`src/rtl/bubble_sort_if.sv`:
```
// bubble_sort_if: control, load and display bundle for bubble_sort_engine; BUBBLE_SORT_STEP_EN adds step pacing
interface bubble_sort_if #(
  parameter int N = 5,
  parameter int W = 7,
  parameter int IDXW = 4
);
  logic tick, start, shuffle, load_we;
  logic [IDXW-1:0] load_idx;
  logic [W-1:0] load_data;
  logic [N*W-1:0] heights;
  logic [IDXW-1:0] cmp_idx;
  logic swapping, busy, done;
  logic [15:0] swap_count;
`ifdef BUBBLE_SORT_STEP_EN
  logic step_mode, step;
  modport master (
    output tick, start, shuffle, load_we, load_idx, load_data, step_mode, step,
    input heights, cmp_idx, swapping, busy, done, swap_count
  );
  modport slave (
    input tick, start, shuffle, load_we, load_idx, load_data, step_mode, step,
    output heights, cmp_idx, swapping, busy, done, swap_count
  );
`else
  modport master (
    output tick, start, shuffle, load_we, load_idx, load_data,
    input heights, cmp_idx, swapping, busy, done, swap_count
  );
  modport slave (
    input tick, start, shuffle, load_we, load_idx, load_data,
    output heights, cmp_idx, swapping, busy, done, swap_count
  );
`endif
endinterface

```
`src/rtl/bubble_sort_engine.sv`:
```
// bubble_sort_engine: paced in-place bubble sort with LFSR shuffle, direct load and early exit.
// Optional macro BUBBLE_SORT_STEP_EN adds step_mode/step pacing alongside tick.
module bubble_sort_engine #(
  parameter int N = 5,
  parameter int W = 7,
  parameter int MAX_H = 63,
  parameter int INIT_STEP = 10,
  parameter logic [15:0] LFSR_SEED = 16'hACE1,
  parameter int IDXW = 4
) (
  input logic clk,
  input logic reset,
  bubble_sort_if.slave bus
);
  localparam int AW = $clog2(N);
  localparam logic [W-1:0] MAXV = W'(MAX_H);
  localparam logic [IDXW-1:0] LASTP = IDXW'(N - 2);
  typedef enum logic [1:0] {IDLE, COMPARE, SWAP, DONE} state_t;
  state_t state_q, state_d;
  logic [W-1:0] heights_q [N];
  logic [W-1:0] heights_d [N];
  logic [15:0] lfsr_q, lfsr_d, sc_q, sc_d;
  logic [AW-1:0] k_q, k_d, ja, jb;
  logic [IDXW-1:0] p_q, p_d, j_q, j_d, last_j;
  logic ps_q, ps_d, ps_eff, adv, go;
  logic swapping_q, busy_q, done_q;
  logic [W-1:0] raw, rnd;
`ifdef BUBBLE_SORT_STEP_EN
  assign go = bus.step_mode ? bus.step : bus.tick;
`else
  assign go = bus.tick;
`endif
  assign ja = j_q[AW-1:0];
  assign jb = ja + 1'b1;
  assign last_j = LASTP - p_q;
  assign raw = lfsr_q[W-1:0];
  assign rnd = (raw > MAXV) ? MAXV : (raw == '0) ? W'(1) : raw;
  assign lfsr_d = {1'b0, lfsr_q[15:1]} ^ (lfsr_q[0] ? 16'hB400 : 16'h0000);
  always_comb begin
    state_d = state_q;
    heights_d = heights_q;
    k_d = k_q;
    p_d = p_q;
    j_d = j_q;
    ps_d = ps_q;
    sc_d = sc_q;
    ps_eff = ps_q;
    adv = 1'b0;
    case (state_q)
      IDLE, DONE: begin
        if (bus.shuffle) begin
          heights_d[k_q] = rnd;
          k_d = (k_q == AW'(N - 1)) ? '0 : k_q + 1'b1;
          state_d = IDLE;
        end else if (bus.load_we) begin
          if (int'(bus.load_idx) < N) heights_d[bus.load_idx[AW-1:0]] = bus.load_data;
          state_d = IDLE;
        end else if (bus.start) begin
          p_d = '0;
          j_d = '0;
          ps_d = 1'b0;
          sc_d = '0;
          state_d = COMPARE;
        end
      end
      COMPARE: begin
        if (go) begin
          if (heights_q[ja] > heights_q[jb]) state_d = SWAP;
          else adv = 1'b1;
        end
      end
      SWAP: begin
        if (go) begin
          heights_d[ja] = heights_q[jb];
          heights_d[jb] = heights_q[ja];
          sc_d = (&sc_q) ? sc_q : sc_q + 1'b1;
          ps_eff = 1'b1;
          adv = 1'b1;
        end
      end
    endcase
    // a pass ends when j reaches N-2-p; a clean pass or the last pass finishes the sort
    if (adv) begin
      if (j_q < last_j) begin
        j_d = j_q + 1'b1;
        ps_d = ps_eff;
        state_d = COMPARE;
      end else if (!ps_eff || p_q == LASTP) begin
        j_d = '0;
        ps_d = ps_eff;
        state_d = DONE;
      end else begin
        p_d = p_q + 1'b1;
        j_d = '0;
        ps_d = 1'b0;
        state_d = COMPARE;
      end
    end
  end
  always_ff @(posedge clk) begin
    if (reset) begin
      state_q <= IDLE;
      lfsr_q <= LFSR_SEED;
      k_q <= '0;
      p_q <= '0;
      j_q <= '0;
      ps_q <= 1'b0;
      sc_q <= '0;
      swapping_q <= 1'b0;
      busy_q <= 1'b0;
      done_q <= 1'b0;
      for (int i = 0; i < N; i++) heights_q[i] <= W'((i + 1) * INIT_STEP);
    end else begin
      state_q <= state_d;
      lfsr_q <= lfsr_d;
      k_q <= k_d;
      p_q <= p_d;
      j_q <= j_d;
      ps_q <= ps_d;
      sc_q <= sc_d;
      swapping_q <= state_d == SWAP;
      busy_q <= state_d == COMPARE || state_d == SWAP;
      done_q <= state_d == DONE;
      heights_q <= heights_d;
    end
  end
  for (genvar g = 0; g < N; g++) begin : g_pack
    assign bus.heights[g*W +: W] = heights_q[g];
  end
  assign bus.cmp_idx = j_q;
  assign bus.swapping = swapping_q;
  assign bus.busy = busy_q;
  assign bus.done = done_q;
  assign bus.swap_count = sc_q;
endmodule

```
`src/flat_wrapper.sv`:
```
// flat-port wrapper written by rule: the top's interface ports become plain ports
module bubble_sort_engine_flat 
#(
  parameter int N = 5,
  parameter int W = 7,
  parameter int MAX_H = 63,
  parameter int INIT_STEP = 10,
  parameter logic [15:0] LFSR_SEED = 16'hACE1,
  parameter int IDXW = 4
)
  (clk, reset, bus_tick, bus_start, bus_shuffle, bus_load_we, bus_load_idx, bus_load_data, bus_heights, bus_cmp_idx, bus_swapping, bus_busy, bus_done, bus_swap_count);
  bubble_sort_if #(.N(N), .W(W), .IDXW(IDXW)) bus_i ();
  input logic clk;
  input logic reset;
  input wire logic [$bits(bus_i.tick)-1:0] bus_tick;
  input wire logic [$bits(bus_i.start)-1:0] bus_start;
  input wire logic [$bits(bus_i.shuffle)-1:0] bus_shuffle;
  input wire logic [$bits(bus_i.load_we)-1:0] bus_load_we;
  input wire logic [$bits(bus_i.load_idx)-1:0] bus_load_idx;
  input wire logic [$bits(bus_i.load_data)-1:0] bus_load_data;
  output wire logic [$bits(bus_i.heights)-1:0] bus_heights;
  output wire logic [$bits(bus_i.cmp_idx)-1:0] bus_cmp_idx;
  output wire logic [$bits(bus_i.swapping)-1:0] bus_swapping;
  output wire logic [$bits(bus_i.busy)-1:0] bus_busy;
  output wire logic [$bits(bus_i.done)-1:0] bus_done;
  output wire logic [$bits(bus_i.swap_count)-1:0] bus_swap_count;
  assign bus_i.tick = bus_tick;
  assign bus_i.start = bus_start;
  assign bus_i.shuffle = bus_shuffle;
  assign bus_i.load_we = bus_load_we;
  assign bus_i.load_idx = bus_load_idx;
  assign bus_i.load_data = bus_load_data;
  assign bus_heights = bus_i.heights;
  assign bus_cmp_idx = bus_i.cmp_idx;
  assign bus_swapping = bus_i.swapping;
  assign bus_busy = bus_i.busy;
  assign bus_done = bus_i.done;
  assign bus_swap_count = bus_i.swap_count;
  bubble_sort_engine #(.N(N), .W(W), .MAX_H(MAX_H), .INIT_STEP(INIT_STEP), .LFSR_SEED(LFSR_SEED), .IDXW(IDXW)) u_core (.clk(clk), .reset(reset), .bus(bus_i));
endmodule
```
`config.mk`:
```
export PLATFORM = sky130hd
export DESIGN_NAME = bubble_sort_engine_flat
export DESIGN_NICKNAME = d
export VERILOG_FILES = /design/src/rtl/bubble_sort_if.sv /design/src/rtl/bubble_sort_engine.sv /design/src/flat_wrapper.sv
export SDC_FILE = /design/constraint.sdc
export NUM_CORES = 1
export LEC_CHECK = 0
export ABC_AREA = 1
export CAP_MARGIN = 20
export CORE_MARGIN = 2
export CORE_UTILIZATION = 35
export DETAILED_ROUTE_END_ITERATION = 10
export PLACE_DENSITY = 0.62
export SLEW_MARGIN = 0
export SYNTH_ARGS = -nofsm -noshare
export SYNTH_HDL_FRONTEND = slang
export SYNTH_SLANG_ARGS = --single-unit
```
`constraint.sdc`:
```
create_clock -name clk -period 6.5 [get_ports clk]
set_clock_uncertainty 0.2 [all_clocks]
set_input_delay 1.95 -clock clk [delete_from_list [all_inputs] [get_ports clk]]
set_output_delay 1.95 -clock clk [all_outputs]
set_load 0.02 [all_outputs]
```
==> flow_summary.json <==
{
  "status": "complete, no violations",
  "dp_cells": 1271,
  "syn-num-nets": 1037,
  "drv_slew": 0,
  "dieArea_sq_um": 18300,
  "cts_buffers": 9,
  "min-delay-start": "u_core.lfsr_q[10]$_SDFF_PP1_",
  "holdPathEnd": "u_core.lfsr_q[9]$_SDFF_PP0_",
  "dp_hpwl_um": 15400,
  "pre_cts_ws_ns": 2.23,
  "clkPwrFrac": 0.401,
  "start_util": 0.354,
  "final_hold_viol_count": 0,
  "cts_setup_buffers": 0,
  "io_pins": 75,
  "viasPerCell": 5.13,
  "maxCapViolations": 0,
  "cts_buffer_depth": 2,
  "cp_max_fo": 12,
  "critical_path_class": "reg2reg",
  "stdcell_count": 1287,
  "port_buffers": 74,
  "peakVddDrop_mv": 0.128,
  "setup_viol": 0,
  "powerDensity_nw_per_um2": 192,
  "reg2reg_slack_ns": 2.20,
  "holdPathStages": 2,
  "grt_pass1_wl_um": 31900,
  "die_height_um": 135,
  "cp_data_required_time_ns": 6.59,
  "antenna_found_initial": 0,
  "grt_pass1_vias": 6090,
  "avgRoutedWirePerCell_um": 15.6,
  "cts_tree": "done",
  "fin_crit_ns": 4.30,
  "layout.nets": 1093,
  "total_power_mw": 1.38,
  "r2r_cells": 19,
  "place.gp.congestion": 1.00,
  "grtUsageTotal": 0.224,
  "drc": 0,
  "cts.sinks": 84,
  "tightestPinTransition_ns": 0.679,
  "syn_avg_cell_area_sq_um": 6.03,
  "netSwitchingFraction": 0.317,
  "netSwitchingPower_mw": 0.439,
  "highest_layer": "met4",
  "synth_area_leaders": "dfxtp_1, nand2_1, inv_1, o21ai_0, nor2_1",
  "yosysTopAreaCellShare": 0.278,
  "place_area_sq_um": 6900,
  "ys_ff_latch": 84,
  "areaGrowthSynthToFinish_pct": 19.3,
  "yosys_warnings": 0,
  "wl_met1_um": 8530,
  "ys_seq_area_frac": 0.278,
  "rsz0062_at_grt": "no",
  "stdcell_area_sq_um": 7200,
  "dr_wl_met3_um": 1240,
  "finalCritPeriodShare": 0.661,
  "p_int_mw": 0.943,
  "r2r-start": "u_core.bus.cmp_idx[2]$_SDFFE_PP0P_",
  "crit_path_end_kind": "register",
  "combPwrFrac": 0.191,
  "grt_overflow": 0,
  "postCtsHoldBufs": 0,
  "chipWidth_um": 135,
  "finalWorstSetupSlack_ns": 2.20,
  "syn-instance-count": 1001,
  "r2r-end": "u_core.bus.busy$_SDFF_PP0_",
  "ctsResizeCount": 0,
  "num_vias": 6597,
  "ys.flop_type": "dfxtp_1",
  "syn_area_sq_um": 6040,
  "yosys.area.top_type": "dfxtp_1",
  "clk_pin_slew_ns": 0.07,
  "leakage_nw": 3.29,
  "ant_nets": 0,
  "cp.arrival_ns": 4.39,
  "final_common_cell": "nand2_1",
  "fp-row-count": 48,
  "slew_headroom": 0.543,
  "core-area_sq_um": 17100,
  "drive_above_1_share": 0.0574,
  "drtIter0Drc": 526,
  "clock_latency_ns": 0.36,
  "drtPass1Iterations": 6,
  "synth-edff-count": 0,
  "antenna_cells": 0,
  "routed_wl_um": 20100,
  "min_path_type": "reg2reg",
  "start_kind": "register",
  "tns_ns": 0,
  "synth.distinct_cells": 42,
  "route.met2.wl_um": 9280,
  "cts-htree-levels": 3,
  "grt_max_degree": 43,
  "max_freq_mhz": 233,
  "p_seq_frac": 0.409,
  "synthArstFlopShare": 0,
  "root_buffer": "clkbuf_16",
  "final_cell_mix": "nand2_1, inv_1, nor2_1"
}
-- sequential cells by signal, indices dropped and copies added, names as in the netlist, named ones only --
signal	cells
u_core.bus.busy	1
u_core.bus.cmp_idx	4
u_core.bus.done	1
u_core.bus.heights	35
u_core.bus.swap_count	16
u_core.bus.swapping	1
u_core.k_q	3
u_core.lfsr_q	16
u_core.p_q	4
u_core.ps_q	1
u_core.state_q	1
-- routing by layer --
layer  vias to the layer above  track usage
met5                         -            0
met4                         0        0.133
met3                        63       0.0509
met2                       244        0.361
met1                      2965        0.273
li1                       3325            -
-- worst max-delay path, stage by stage (launching register included) --
cell and delay [ns]:
dfxtp_1 0.71, nor2_1 0.18, nand2_1 0.21, inv_1 0.29, nand2_1 0.14, nand3_1 0.16
nor2_1 0.32, inv_1 0.09, ha_1 0.28, nand2_1 0.06, nor2_1 0.14, nand4_1 0.14
nand2_1 0.12, nand2_1 0.06, nand2_1 0.17, nand2_1 0.28, nand2_1 0.18, nand3_1 0.11
ha_1 0.28, nor2_1 0.12
-- through the flow --
step | hold WS [ns] | utilization
detailed placement | 0.194 | 0.404
finish | 0.207 | 0.422
CTS | 0.210 | 0.422
global placement | 0.191 | 0.404
global route | 0.220 | 0.422
floorplan | 0.188 | -
-- synthesized netlist by cell type, types with 3 or more instances --
cell type and number:
nand2_1 371, inv_1 114, nor2_1 89, dfxtp_1 84, o21ai_0 72, a21oi_1 59, nand3_1 38, o22ai_1 24
ha_1 19, nor3_1 13, nand4_1 12, clkbuf_1 11, a32o_1 10, buf_2 8, inv_2 7, or2_2 7
buf_4 6, xor2_1 5, buf_6 4, nand2_2 4, nand3b_1 4, xnor2_1 4, a21oi_2 3, nand3b_4 3
nor2_2 3, nor3_4 3, o21ai_1 3
-- worst max-delay path by stage --
stage | start | to | slack [ns] | cells past startpoint
final | u_core.bus.cmp_idx[2]$_SDFFE_PP0P_ | u_core.bus.busy$_SDFF_PP0_ | 2.20 | 19
after global routing | u_core.bus.cmp_idx[1]$_SDFFE_PP0P_ | u_core.bus.busy$_SDFF_PP0_ | 1.85 | 20
after CTS | u_core.bus.cmp_idx[2]$_SDFFE_PP0P_ | u_core.bus.busy$_SDFF_PP0_ | 2.29 | 19
after detailed placement | bus_shuffle | u_core.bus.heights[11]$_SDFFE_PP1P_ | 2.23 | 10
after global placement | bus_tick | u_core.bus.heights[11]$_SDFFE_PP1P_ | 2.20 | 10
after floorplan | bus_tick | u_core.bus.busy$_SDFF_PP0_ | 3.07 | 10
-- logic make-up (layout without fill, tap and decap cells) --
logic type / Yosys count / in the layout / synth area share
buf+inv: 157 / 218 / 0.110
flops: 84 / 84 / 0.278
xor+xnor: 11 / 11 / 0.0184
simple gates: 552 / 552 / 0.387
compound gates: 178 / 178 / 0.167
fa+ha+maj: 19 / 19 / 0.0394
-- final cells by class --
type                    instances  area [sq um]
clock inverters                 7          82.6
clock buffers                   9           225
repair buffers                 78           771
multi-input cells             760          3690
well taps                     225           282
inverters                     124           468
fillers                      1870          9850
flip-flops and latches         84          1680
-- power by group through the flow --
stage               Combinational, mW  Clock [mW]  Sequential (mW)
global route                    0.293       0.583            0.567
detailed placement              0.261           0            0.576
CTS                             0.262       0.564            0.565
finish                          0.264       0.553            0.565
global placement                0.261           0            0.576
floorplan                       0.148           0            0.589
Note: power is estimated with default switching activity, not from simulation.
